File: src/rtl/ld_cell_a2d_intf.sv
// ld_cell_a2d_intf: SPI master sweeping left/right load cells and battery on an ADC128S-style A2D.
// Define LD_FILT_EN to IIR-filter lft_ld/rght_ld as (3*old + sample) >> 2.
module ld_cell_a2d_intf #(
    parameter logic [2:0] LFT_CHNL  = 3'd0,
    parameter logic [2:0] RGHT_CHNL = 3'd4,
    parameter logic [2:0] BATT_CHNL = 3'd5
) (
    input  logic        clk,
    input  logic        rst_n,
    input  logic        nxt,
    input  logic        MISO,
    output logic        SS_n,
    output logic        SCLK,
    output logic        MOSI,
    output logic [11:0] lft_ld,
    output logic [11:0] rght_ld,
    output logic [11:0] batt,
    output logic        busy,
    output logic        vld
);
    typedef enum logic [2:0] {IDLE, CMD, GAP1, READ, GAP2, DONE} state_t;
    state_t      state;
    logic [2:0]  chnl, nxt_chnl, start_chnl;
    logic        gap, start, frm_end;
    logic [4:0]  div, cnt;
    logic [15:0] tx;
    logic [11:0] rx, lft_next, rght_next;
    always_comb begin
        SCLK       = div[4];
        MOSI       = tx[15];
        frm_end    = !SS_n && cnt == 5'd16 && div == 5'd30;
        nxt_chnl   = (chnl == LFT_CHNL) ? RGHT_CHNL : BATT_CHNL;
        start      = (state == IDLE && nxt) || (state == GAP1 && gap) ||
                     (state == GAP2 && gap && chnl != BATT_CHNL);
        start_chnl = (state == IDLE) ? LFT_CHNL : (state == GAP2) ? nxt_chnl : chnl;
    end
    // The first falling SCLK edge precedes any rising edge, so it must not shift tx.
    always_ff @(posedge clk or negedge rst_n) begin
        if (!rst_n) begin
            SS_n <= 1'b1;
            div  <= 5'h1f;
            cnt  <= 5'd0;
            tx   <= 16'h0000;
            rx   <= 12'h000;
        end else if (start) begin
            SS_n <= 1'b0;
            div  <= 5'b10111;
            cnt  <= 5'd0;
            tx   <= {2'b00, start_chnl, 11'h000};
        end else if (!SS_n) begin
            div <= div + 5'd1;
            if (div == 5'b01111) begin
                rx  <= {rx[10:0], MISO};
                cnt <= cnt + 5'd1;
            end
            if (div == 5'b11111 && cnt != 5'd0)
                tx <= {tx[14:0], 1'b0};
            if (frm_end)
                SS_n <= 1'b1;
        end
    end
`ifdef LD_FILT_EN
    logic primed;
    always_comb begin
        lft_next  = primed ? 12'(({2'b00, lft_ld} * 14'd3 + {2'b00, rx}) >> 2) : rx;
        rght_next = primed ? 12'(({2'b00, rght_ld} * 14'd3 + {2'b00, rx}) >> 2) : rx;
    end
`else
    always_comb begin
        lft_next  = rx;
        rght_next = rx;
    end
`endif
    always_ff @(posedge clk or negedge rst_n) begin
        if (!rst_n) begin
            state   <= IDLE;
            chnl    <= LFT_CHNL;
            gap     <= 1'b0;
            busy    <= 1'b0;
            vld     <= 1'b0;
            lft_ld  <= 12'h000;
            rght_ld <= 12'h000;
            batt    <= 12'h000;
`ifdef LD_FILT_EN
            primed  <= 1'b0;
`endif
        end else begin
            case (state)
                IDLE: if (nxt) begin
                    chnl  <= LFT_CHNL;
                    busy  <= 1'b1;
                    state <= CMD;
                end
                CMD: if (frm_end) begin
                    gap   <= 1'b0;
                    state <= GAP1;
                end
                GAP1: begin
                    gap <= 1'b1;
                    if (gap) state <= READ;
                end
                READ: if (frm_end) begin
                    if (chnl == LFT_CHNL) lft_ld <= lft_next;
                    else if (chnl == RGHT_CHNL) rght_ld <= rght_next;
                    else batt <= rx;
                    gap   <= 1'b0;
                    state <= GAP2;
                end
                GAP2: begin
                    gap <= 1'b1;
                    if (gap && chnl == BATT_CHNL) begin
                        vld   <= 1'b1;
                        busy  <= 1'b0;
                        state <= DONE;
                    end else if (gap) begin
                        chnl  <= nxt_chnl;
                        state <= CMD;
                    end
                end
                default: begin
                    vld   <= 1'b0;
`ifdef LD_FILT_EN
                    primed <= 1'b1;
`endif
                    state <= IDLE;
                end
            endcase
        end
    end
endmodule
File: config.mk
export PLATFORM = sky130hd
export DESIGN_NAME = ld_cell_a2d_intf
export DESIGN_NICKNAME = d
export VERILOG_FILES = /design/src/rtl/ld_cell_a2d_intf.sv
export SDC_FILE = /design/constraint.sdc
export NUM_CORES = 1
export LEC_CHECK = 0
export BUFFER_PORTS_ARGS = -buffer_cell sky130_fd_sc_hd__buf_2
export CAP_MARGIN = 20
export CORE_MARGIN = 2
export CORE_UTILIZATION = 61
export DETAILED_ROUTE_END_ITERATION = 16
export PLACE_DENSITY = 0.94
export SLEW_MARGIN = 20
export SYNTH_ARGS = -nofsm -noshare
export SYNTH_HDL_FRONTEND = slang
export SYNTH_SLANG_ARGS = --single-unit
File: constraint.sdc
create_clock -name clk -period 7.65 [get_ports clk]
set_clock_uncertainty 0.15 [all_clocks]
set_input_delay 0.3825 -clock clk [delete_from_list [all_inputs] [get_ports clk]]
set_output_delay 0.3825 -clock clk [all_outputs]
set_load 0.05 [all_outputs]
==> impl_metrics.ini <==
[outcome]
run_status = finished, final reports clean

[floorplan]
core_area_mm2 = 0.00504
die_area_mm2 = 0.00574
rows = 26
die_w_um = 75.7
pin_count = 45
start_util_pct = 62.3
die_h_um = 75.7

[power]
cellPowerDensity_mw_per_mm2 = 186
power.leakage_uw = 0.00180
irDropWorstVdd_v = 0.000157

[placement]
gp_congestion = 0.854
placedCellCount = 340
portBuffers = 44
dp_hpwl_mm = 3.90
dp_slack_ps = 4650

[critical_path]
worstPathMaxFanout = 12
required_ps = 7730
crit_slowest_cell = nor4b_4
crit_top_cell = nor4b_4
reg2reg_setup_slack_ps = 4670
crit_arrival_ps = 3060
end_kind = flip-flop
path_class = reg -> reg
max_stage_delay_ps = 750
cp-start-kind = flip-flop
crit_chain = inv_1 -> ha_1 -> or3b_4 -> nor4b_4 -> nor4b_4 -> mux2_2

[synth]
synth_top_cell_by_area = dfrtp_1
syn_area_mm2 = 0.00314
synth.area.mux_share_pct = 20.2
synth.distinct_cells = 34
synth_top_family_by_area = multiplexers
synthSimpleGateAreaFrac_pct = 9.41
async_flop_share_pct = 100
synth_area_leaders = dfrtp_1 53%, mux2_2 19%, dfstp_2 5.0%, ha_1 2.4%, nor2_1 2.3%
synth_seq_cells = 72
synth_cells = 237
yosysSeqAreaShare_pct = 57.6
yosys.area_share.xor_xnor_pct = 1.95
avgSynthCellArea_um2 = 13.2
synth_nets = 247
synth-compound-area-share_pct = 4.30
synth_top_area_share_pct = 52.6
yosys_warnings = 0
synth-main-ff-cell = dfrtp_1
synth-edff-count = 0
synth_adder_area_share_pct = 2.39

[timing]
hold_ws_ps = 64.1
tightest_slew_ps = 880
fin_crit_ps = 2980
rsz0062_at_grt = no
fmax_mhz = 335
layout_worst_path_cycle_share_pct = 39.0
finalHoldViolCount = 0
worst_slack_ps = 4670
slew_violations = 0
max_slew_margin_pct = 41.4
finalSetupViolations = 0
finalSetupTns_ps = 0

[cells_and_area]
layout.nets = 291
fill_cells = 331
drive_gt1_share_pct = 43.0
final_cell_count_no_fill = 356
areaGrowthSynthToFinish_pct = 12.6
antenna_cells = 0

[grt]
grt_use_total_pct = 22.8
grt.busiest_layer = met2
grt_use_met2_pct = 36.1
gr-usage-met1_pct = 29.9
met3_usage_pct = 6.75
grt_overflow = 0
antenna_found_initial = 0
grt_max_degree = 73
grt_pass1_vias = 1942
grt_first_pass_wirelength_mm = 9.43

[detailed_routing]
wl_per_cell_um = 16.3
detail-route-antenna-nets = 0
avgViaCountPerCell = 5.58
dr.pass1.iters = 4
routed_wl_mm = 5.79
drt_iter0_markers = 129
route.detailed.drc = 0
num_vias = 1986

[run]
cap_violations = 0

[clocking]
tritoncts.num_buffers = 9
cts.sinks = 72
cts_root_buf = clkbuf_8
cts_hold_buf = 0
cts_setup_buffers = 0
clkTransAtPathRegs_ps = 80
cts_resized = 0
h-tree-depth = 3
clk_latency_ps = 350
cts_tree = yes
clock_path_buffers = 2

[min_path]
hold_path_class = in -> async
==> final timing paths <==
path | from | endpoint | cells after the start
setup / recovery | cnt[0] | lft_ld[11] | 6
hold / removal | rst_n | tx[12] | 2
setup reg to reg | cnt[0] | lft_ld[11] | 6
hold reg to reg | rght_ld[7] | rght_ld[7] | 1
max in group asynchronous | rst_n | batt[1] | 2
min in group clk | MISO | lft_next[0] | 2
==> final cells by class <==
type                    instances  area (um^2)  area share [%]
multi-input cells             145         1200            34.0
repair buffers                 45          228            6.44
clock inverters                 6         50.0            1.42
inverters                       8         30.0           0.850
flip-flops and latches         72         1810            51.2
clock buffers                  10          128            3.61
well taps                      70         87.6            2.48
==> Yosys cell counts (3+ instances only) <==
cell,number
xor2_1,6
clkbuf_1,3
ha_1,6
dfrtp_1,66
nand2_1,15
nor2_1,19
o21ai_0,4
nand4_1,4
mux2_2,52
inv_1,8
mux2i_1,5
a21oi_1,10
clkbuf_8,3
buf_2,3
dfstp_2,6
==> metrics by stage <==
step / cell area [um^2] / util [%] / power [uW]
finish: 3530 / 70.1 / 659
global route: 3530 / 70.1 / 683
CTS: 3530 / 70.1 / 663
detailed placement: 3360 / 66.6 / 397
global placement: 3360 / 66.6 / 397
floorplan: 3140 / - / 389
==> cell families (layout without fill, tap and decap cells) <==
| family | after synthesis | in the layout |
|---|---|---|
| buf+inv | 20 | 69 |
| fa+ha+maj | 6 | 6 |
| compound gates | 22 | 22 |
| mux | 57 | 57 |
| flops | 72 | 72 |
| simple gates | 53 | 53 |
| xor+xnor | 7 | 7 |
==> per-layer routing <==
| metal | up-vias | share of wire [%] |
|---|---|---|
| met1 | 1007 | 43 |
| met4 | 0 | 1.9 |
| met3 | 11 | 5.6 |
| met5 | - | 0 |
| li1 | 908 | - |
| met2 | 60 | 50 |
==> worst max-delay path: cells and delay by family (launching register included) <==
family / cells / cell delay, ps
mux: 1 / 410
buf+inv: 1 / 90
flops: 1 / 420
simple gates: 3 / 1640
fa+ha+maj: 1 / 150
==> placed cells by master, fill, tap and decap left out, drive strengths merged, types with 2 or more instances in the layout <==
cell type / Yosys / final
nor2: 19 / 19
clkbuf: 6 / 10
inv: 8 / 11
dfstp: 6 / 6
buf: 6 / 45
nand2: 15 / 15
nor3b: 2 / 2
nor2b: 2 / 2
nand3b: 2 / 2
xor2: 6 / 6
a21oi: 10 / 10
o21ai: 4 / 4
nand3: 2 / 2
dfrtp: 66 / 66
and3: 2 / 2
clkinvlp: 0 / 2
nand4: 5 / 5
o31ai: 2 / 2
ha: 6 / 6
nor4b: 2 / 2
mux2i: 5 / 5
mux2: 52 / 52
==> state kept, by name, indices dropped and copies added (netlist names) <==
signal	flops
busy	1
lft_ld	12
tx	5
chnl	2
batt	12
vld	1
div	5
state	3
SS_n	1
lft_next	12
gap	1
cnt	5
rght_ld	12
==> power by group <==
group | leakage (uW) | switching, uW | total [uW] | internal [uW]
Combinational | 0.000783 | 7.62 | 8.89 | 1.26
Clock | 0.0000839 | 148 | 270 | 122
Sequential | 0.000933 | 0 | 380 | 380
Total | 0.00180 | 156 | 659 | 503
(Power assumes the default switching activity.)
